===== src/rtl/mbist_pkg.sv =====
// Shared types and constants for the March C- memory BIST controller.
// Holds the FSM state encoding, element indices and default geometry.
package mbist_pkg;

  localparam int DEF_DATA_W = 56;
  localparam int DEF_ADDR_W = 8;

  typedef enum logic [3:0] {
    IDLE,
    M0,
    M1,
    M2,
    M3,
    M4,
    M5,
    CMP,
    DONE
  } state_t;

  localparam logic [2:0] ELEM_M0 = 3'd0;
  localparam logic [2:0] ELEM_M1 = 3'd1;
  localparam logic [2:0] ELEM_M2 = 3'd2;
  localparam logic [2:0] ELEM_M3 = 3'd3;
  localparam logic [2:0] ELEM_M4 = 3'd4;
  localparam logic [2:0] ELEM_M5 = 3'd5;

  function automatic logic [2:0] elem_of(input state_t s);
    case (s)
      M1:      return ELEM_M1;
      M2:      return ELEM_M2;
      M3:      return ELEM_M3;
      M4:      return ELEM_M4;
      M5:      return ELEM_M5;
      default: return ELEM_M0;
    endcase
  endfunction

endpackage


===== src/rtl/mbist_addr_gen.sv =====
// Loadable up/down address counter; load has priority over counting.
// last flags the final address of the current direction (all-ones up, zero down).
module mbist_addr_gen #(
  parameter int ADDR_W = 8
) (
  input  logic              clk,
  input  logic              rstn,
  input  logic              load,
  input  logic [ADDR_W-1:0] load_val,
  input  logic              en,
  input  logic              down,
  output logic [ADDR_W-1:0] addr,
  output logic              last
);

  localparam logic [ADDR_W-1:0] ONE = {{(ADDR_W-1){1'b0}}, 1'b1};

  always_ff @(posedge clk) begin
    if (!rstn) begin
      addr <= '0;
    end else if (load) begin
      addr <= load_val;
    end else if (en) begin
      addr <= down ? (addr - ONE) : (addr + ONE);
    end
  end

  assign last = down ? (addr == '0) : (addr == {ADDR_W{1'b1}});

endmodule


===== src/rtl/mbist_march_ctrl.sv =====
// March C- BIST controller: one memory op per cycle, 10N op cycles, read checked one cycle later.
// Build with MBIST_STOP_ON_FAIL_EN defined to end the run at the first mismatch.
module mbist_march_ctrl
  import mbist_pkg::*;
#(
  parameter int DATA_W = DEF_DATA_W,
  parameter int ADDR_W = DEF_ADDR_W
) (
  input  logic              clk,
  input  logic              rstn,
  input  logic              MBIST_start,
  input  logic [DATA_W-1:0] mem_rdata,
  output logic [ADDR_W-1:0] mem_addr,
  output logic [DATA_W-1:0] mem_wdata,
  output logic              mem_we,
  output logic              mem_re,
  output logic              MBIST_done,
  output logic              MBIST_fail,
  output logic [ADDR_W-1:0] fail_addr,
  output logic [2:0]        fail_elem
);

  localparam logic [ADDR_W-1:0] ADDR_LAST = {ADDR_W{1'b1}};

  state_t state, next_state;
  // phase 0 is the read slot and phase 1 the write slot of an r,w element
  logic phase, next_phase;

  logic              ag_load, ag_en, ag_down, ag_last;
  logic [ADDR_W-1:0] ag_load_val, addr;

  logic rd, wr, wbg, rbg;

  logic              cmp_vld, cmp_bg;
  logic [ADDR_W-1:0] cmp_addr;
  logic [2:0]        cmp_elem;
  logic              mismatch, start_ok;

  mbist_addr_gen #(.ADDR_W(ADDR_W)) u_addr_gen (
    .clk      (clk),
    .rstn     (rstn),
    .load     (ag_load),
    .load_val (ag_load_val),
    .en       (ag_en),
    .down     (ag_down),
    .addr     (addr),
    .last     (ag_last)
  );

  assign start_ok = MBIST_start && ((state == IDLE) || (state == DONE));
  assign mismatch = cmp_vld && (mem_rdata != {DATA_W{cmp_bg}});

  always_ff @(posedge clk) begin
    if (!rstn) begin
      state <= IDLE;
      phase <= 1'b0;
    end else begin
      state <= next_state;
      phase <= next_phase;
    end
  end

  always_comb begin
    next_state  = state;
    next_phase  = 1'b0;
    ag_load     = 1'b0;
    ag_load_val = '0;
    ag_en       = 1'b0;
    ag_down     = 1'b0;
    rd          = 1'b0;
    wr          = 1'b0;
    wbg         = 1'b0;
    rbg         = 1'b0;
    case (state)
      IDLE, DONE: begin
        if (MBIST_start) begin
          next_state = M0;
          ag_load    = 1'b1;
        end
      end
      M0: begin
        wr    = 1'b1;
        ag_en = 1'b1;
        if (ag_last) begin
          next_state = M1;
          ag_load    = 1'b1;
        end
      end
      M1, M2, M3, M4: begin
        ag_down = (state == M3) || (state == M4);
        rbg     = (state == M2) || (state == M4);
        wbg     = ~rbg;
        if (!phase) begin
          rd         = 1'b1;
          next_phase = 1'b1;
        end else begin
          wr    = 1'b1;
          ag_en = 1'b1;
          if (ag_last) begin
            ag_load = 1'b1;
            case (state)
              M1: begin
                next_state  = M2;
                ag_load_val = '0;
              end
              M2: begin
                next_state  = M3;
                ag_load_val = ADDR_LAST;
              end
              M3: begin
                next_state  = M4;
                ag_load_val = ADDR_LAST;
              end
              default: begin
                next_state  = M5;
                ag_load_val = '0;
              end
            endcase
          end
        end
      end
      M5: begin
        rd    = 1'b1;
        ag_en = 1'b1;
        if (ag_last) begin
          next_state = CMP;
        end
      end
      CMP: begin
        next_state = DONE;
      end
      default: begin
        next_state = IDLE;
      end
    endcase
`ifdef MBIST_STOP_ON_FAIL_EN
    // strobes of the compare cycle still issue; everything after it is cut
    if (mismatch) begin
      next_state = DONE;
      next_phase = 1'b0;
    end
`endif
  end

  assign mem_re     = rd;
  assign mem_we     = wr;
  assign mem_addr   = (rd || wr) ? addr : '0;
  assign mem_wdata  = wr ? {DATA_W{wbg}} : '0;
  assign MBIST_done = (state == DONE);

  always_ff @(posedge clk) begin
    if (!rstn) begin
      cmp_vld  <= 1'b0;
      cmp_bg   <= 1'b0;
      cmp_addr <= '0;
      cmp_elem <= ELEM_M0;
    end else begin
      cmp_vld  <= rd && (next_state != DONE);
      cmp_bg   <= rbg;
      cmp_addr <= addr;
      cmp_elem <= elem_of(state);
    end
  end

  always_ff @(posedge clk) begin
    if (!rstn) begin
      MBIST_fail <= 1'b0;
      fail_addr  <= '0;
      fail_elem  <= ELEM_M0;
    end else if (start_ok) begin
      MBIST_fail <= 1'b0;
      fail_addr  <= '0;
      fail_elem  <= ELEM_M0;
    end else if (mismatch) begin
      MBIST_fail <= 1'b1;
      if (!MBIST_fail) begin
        fail_addr <= cmp_addr;
        fail_elem <= cmp_elem;
      end
    end
  end

endmodule


===== config.mk =====
export PLATFORM = sky130hd
export DESIGN_NAME = mbist_march_ctrl
export DESIGN_NICKNAME = d
export VERILOG_FILES = /design/src/rtl/mbist_pkg.sv /design/src/rtl/mbist_addr_gen.sv /design/src/rtl/mbist_march_ctrl.sv
export SDC_FILE = /design/constraint.sdc
export NUM_CORES = 1
export LEC_CHECK = 0
export CAP_MARGIN = 10
export CORE_ASPECT_RATIO = 0.6
export CORE_MARGIN = 2
export CORE_UTILIZATION = 37
export DETAILED_ROUTE_END_ITERATION = 7
export GPL_ROUTABILITY_DRIVEN = 0
export PLACE_DENSITY = 0.86
export RECOVER_POWER = 100
export SYNTH_ARGS = -nofsm -noshare
export SYNTH_HDL_FRONTEND = slang
export SYNTH_SLANG_ARGS = --single-unit

===== constraint.sdc =====
create_clock -name clk -period 5 [get_ports clk]
set_input_delay 0.75 -clock clk [delete_from_list [all_inputs] [get_ports clk]]
set_output_delay 0.75 -clock clk [all_outputs]
set_load 0.02 [all_outputs]

# [Word level (Yosys, flattened, before mapping)]
# Cells that the tools add are included.
[op_classes] bitwise=3 add_sub_neg=2 n_mux=29 reduce_logical=17 eq_ne=11
[ops] operator="8-bit two-way mux" n=8
[ops] operator="56-bit two-way mux" n=1
[ops] operator="56-bit != test" n=1
[ops] operator="4-bit two-way mux" n=5
[ops] operator="4-bit case mux with 5 select lines" n=1
[ops] operator="4-bit by 3-bit == test with 1-bit output (second input constant)" n=4
[ops] operator="3-bit case mux with 5 select lines" n=1
[ops] operator="3-bit case mux with 3 select lines" n=1
[ops] operator="8-bit by 1-bit adder with 8-bit output (second input constant)" n=1
[ops] operator="4-bit by 2-bit == test with 1-bit output (second input constant)" n=2
[ops] operator="8-bit == test (second input constant)" n=1
[ops] operator="8-bit zero test" n=1
[ops] operator="1-bit two-way mux" n=8
[ops] operator="2-bit OR reduction" n=4
[ops] operator="8-bit by 1-bit subtractor with 8-bit output (second input constant)" n=1
[ops] operator="1-bit case mux with 2 select lines" n=3
[ops] operator="4-bit by 1-bit == test with 1-bit output (second input constant)" n=1
[ops] operator="4-bit == test (second input constant)" n=1
[ops] operator="4-bit zero test" n=1
[ops] operator="1-bit logical OR" n=4
[ops] operator="4-bit != test (second input constant)" n=1
[ops] operator="2-bit AND reduction" n=2
[ops] operator="4-bit OR reduction" n=1
[ops] operator="1-bit logical AND" n=3
[ops] operator="3 further kinds" n=5
[word_totals] ff_bits=38 inputBits=59 word_cells=72 out_inout_bits=79

# [Depth between registers and ports, before layout]
[logic_depth] depth_word=9 depth_mapped=8 mapped_depth_nobuf=7

# [Modules after synthesis]
# Synthesis repeated with hierarchy kept, for this count alone.
[hier_totals] cells_unflattened=357 area_unflattened_um2=2792.7
[by_module_without_submodules] mod="mbist_march_ctrl" cells_each=261 instances=1 seq_area_each_um2=600.6 area_per_inst_um2=2037.0
[by_module_without_submodules] mod="mbist_addr_gen" cells_each=96 instances=1 seq_area_each_um2=160.2 area_per_inst_um2=755.7

# [Least setup slack after synthesis]
# No wires, ideal clock.
[synth_path] path_kind="register to output" start="register state[2]" end="output port mem_wdata[10]" path_buffers=3 t_arrival_ps=5050 path_stages_with_launch=6 t_required_ps=4250 path_slack_ps=-800 path_cell_list="dfxtp_1 -> clkbuf_1 -> clkbuf_1 -> xor2_1 -> nor3b_1 -> buf_4"
[synth_via] elab_chain_len=5 word_cells_on_any_way=11 classes_between="eq/ne: 5; mux: 3; bitwise: 1; reduce/logical: 2"
[synth_rtl] item="start: declaration" line="mbist_march_ctrl.sv:25" source="state_t state, next_state;"
[synth_rtl] item="start signal: assignment" line="mbist_march_ctrl.sv:58" source="state <= next_state;"
[synth_rtl] item="branches (longest 4 deep; another with 4-bit by 3-bit == test with 1-bit output)"
[synth_rtl] item="56-bit two-way mux *" line="mbist_march_ctrl.sv:148" source="assign mem_wdata = wr ? {DATA_W{wbg}} : '0;"
[synth_rtl] item="end: declaration" line="mbist_march_ctrl.sv:14" source="output logic [DATA_W-1:0] mem_wdata,"
# Mark *: on every way between the ends.

# [Worst setup path in the final report]
[layout_path] start="register state[1]" end="output port mem_wdata[43]"
# Same word-level chain as after synthesis.

==> results.sh <==
export IMPL_num_antenna_cells=0
export IMPL_reg2reg_slack_ps=1440
export IMPL_power_density_nw_per_um2=204.9
export IMPL_port_buffers=137
export IMPL_gr_total_overflow=0
export IMPL_fmax_mhz=277.2
export IMPL_cts_buffers=5
export IMPL_cts_repair_resized=0
export IMPL_async_flop_share_pct=0
export IMPL_grt_pass1_vias=2421
export IMPL_status="finished, violations left"
export IMPL_drtAntennaViolNets=0
export IMPL_place_ws_ps=1833
export IMPL_final_max_slew_violation_count=24
export IMPL_r2r_worst_path_cells=7
export IMPL_maxSlewHeadroom_pct=-42.13
export IMPL_grt_max_degree=57
export IMPL_path_clk_slew_ps=60
export IMPL_via_per_inst=4.989
export IMPL_cp_endpoint="mem_wdata[43]"
export IMPL_synth_most_common_cell="buf_4"
export IMPL_routed_wl_um=7440
export IMPL_htree_levels=2
export IMPL_reg2reg_from="state[2]"
export IMPL_post_cts_buffers=0
export IMPL_ys_types=47
export IMPL_finalCritPeriodShare_pct=72.15
export IMPL_clock_sinks=38
export IMPL_finalHoldViolCount=0
export IMPL_critical_path_class="flip-flop to primary output"
export IMPL_hp_class="flip-flop to flip-flop"
export IMPL_hold_ws_ps=449.2
export IMPL_finalWorstSetupSlack_ps=1392
export IMPL_dr_first_iter_drc_count=167
export IMPL_yosysWarnings=0
export IMPL_first_pass_iters=4
export IMPL_dpl_cell_area_um2=3797
export IMPL_ctsHoldBuffers=0
export IMPL_max_slew_worst_pin_slew_ps=2118
export IMPL_final_layout_size_suffix_gt1_share_pct=3.730
export IMPL_yosysSeqAreaShare_pct=27.52
export IMPL_clk_latency_ps=280
export IMPL_detailed_place_hpwl_um=5746
export IMPL_dr_total_vias=2659
export IMPL_die_w_um=115.6
export IMPL_design_area_um2=3949
export IMPL_utilization_pct=54.56
export IMPL_synthCells=355
export IMPL_crit_start="state[1]"
export IMPL_synth_top_area_share_pct=27.52
export IMPL_areaGrowthSynthToFinish_pct=42.87
export IMPL_antenna_found_initial=0
export IMPL_drc=0
export IMPL_setup_viol=0
export IMPL_tns_ps=0
export IMPL_grt_pass1_wl_um=11310
export IMPL_critPathCaptureType="primary output"
export IMPL_violations="capacitance limit, slew limit"
export IMPL_die_h_um=70.95
export IMPL_ys_seq_elements=38
export IMPL_ir_drop_uv=136.2
export IMPL_cp_data_arrival_time_ps=2860
export IMPL_required_ps=4250
export IMPL_p_leak_nw=1.686
export IMPL_cap_violations=2
export IMPL_nets=494
export IMPL_clock_skew_ps=3.537
export IMPL_coreArea_um2=7237
export IMPL_synth_top_area_cell="dfxtp_1"
export IMPL_cp_max_fo=56
export IMPL_fin_crit_ps=3608
export IMPL_worstSetupStartpointType="flip-flop"
export IMPL_syn_nets=421
export IMPL_dieArea_um2=8200
export IMPL_root_buffer="clkbuf_16"
export IMPL_r2r_end="u_addr_gen.addr[7]"
export IMPL_synth_top_flop_cell="dfxtp_1"
export IMPL_syn_area_um2=2764
export IMPL_rsz0062_at_grt="no"
export IMPL_synthTopCellsByArea="dfxtp_1 (28%), buf_4 (15%), nand2_1 (5.3%), and2_1 (4.5%), mux2i_1 (4.3%)"
export IMPL_io_pins=138
export IMPL_start_util_pct=38.19
export IMPL_clockBufferDepth=2
export IMPL_synth_edf_count=0
export IMPL_wl_per_cell_um=13.96
export IMPL_rows=24
export IMPL_groute_usage_overall_pct=16.98
export IMPL_synth_common_cells="buf_4 (55), nand2_1 (39), dfxtp_1 (38)"
export IMPL_cts_tree="done"
export IMPL_synth_area_per_cell_um2=7.786
-- how the worst min path moves through the flow --
| stage | from | to | slack (ps) | cells after the start |
|---|---|---|---|---|
| final | cmp_elem[2] | fail_elem[2] | 450 | 2 |
| after floorplan | cmp_addr[0] | fail_addr[0] | 420 | 2 |
| after detailed placement | cmp_elem[2] | fail_elem[2] | 440 | 2 |
| after global routing | cmp_elem[2] | fail_elem[2] | 470 | 2 |
| after global placement | cmp_elem[1] | fail_elem[1] | 430 | 2 |
| after CTS | cmp_elem[2] | fail_elem[2] | 450 | 2 |
-- layout by cell type, fill, tap and decap left out, drive strengths merged, types with 2 or more instances in the layout --
cell | netlist | layout
a211o | 2 | 2
a211oi | 7 | 7
a21o | 6 | 6
a21oi | 15 | 15
a22oi | 2 | 2
and2 | 20 | 20
and3 | 3 | 3
clkbuf | 12 | 6
clkdlybuf4s50 | 0 | 57
clkinvlp | 0 | 2
dfxtp | 38 | 38
dlygate4sd3 | 0 | 80
ha | 6 | 6
inv | 7 | 7
mux2i | 12 | 12
nand2 | 39 | 39
nand3 | 21 | 21
nand4 | 11 | 11
nor2 | 15 | 15
nor2b | 4 | 4
nor3 | 14 | 14
nor3b | 2 | 2
nor4 | 9 | 9
o2111ai | 2 | 2
o21ai | 12 | 12
o21bai | 2 | 2
o22a | 2 | 2
or3 | 10 | 10
or4 | 4 | 4
xnor2 | 2 | 2
xor2 | 5 | 5
-- layout make-up --
type | count | area [um2]
well taps | 104 | 130.1
fillers | 650 | 3288
clock inverters | 3 | 45.04
inverters | 7 | 26.28
clock buffers | 5 | 125.1
flip-flops and latches | 38 | 760.7
multi-input cells | 238 | 1485
repair buffers | 138 | 1376
-- worst max-delay path, stage by stage (launching register included) --
cell and delay [ps]:
dfxtp_1 730, xor2_1 260, nor3b_4 210, clkbuf_2 570, dlygate4sd3_1 790
-- flip-flops by register name (all words and copies together), names as in the netlist --
signal	cells
MBIST_fail	1
cmp_addr	8
cmp_bg	1
cmp_elem	3
cmp_vld	1
fail_addr	8
fail_elem	3
phase	1
state	4
u_addr_gen.addr	8
-- power by group --
group	internal, W	leakage [nW]	switching (W)
registers	0.000312	0.309	0.0000158
clock network	0.000235	0.0760	0.000128
logic	0.0000679	1.30	0.0000500
-- stage by stage --
stage	total power [W]	std cells
final	0.0008091	533
after detailed placement	0.0004530	525
after global routing	0.0008407	533
after CTS	0.0008143	533
after global placement	0.0004486	525
after floorplan	0.0003826	355
-- kinds of logic after synthesis --
group,count (synthesis),synth area share [%]
AOI/OAI and AO/OA,59,14.53
muxes,12,4.346
xor gates and xnor gates,7,2.218
DFF,38,27.52
and+or+nand+nor,153,29.15
buffers and inverters,79,18.79
adders and majority gates,7,3.440
-- per-layer routing --
metal  vias to the layer above  track usage (%)  part of all wire (%)
li1                       1351                -                     -
met1                      1197            21.19                    44
met2                       103            28.33                    45
met3                         8            5.998                    10
met4                         0            3.748                   1.5
met5                         -                0                     0
(Power assumes the default switching activity.)
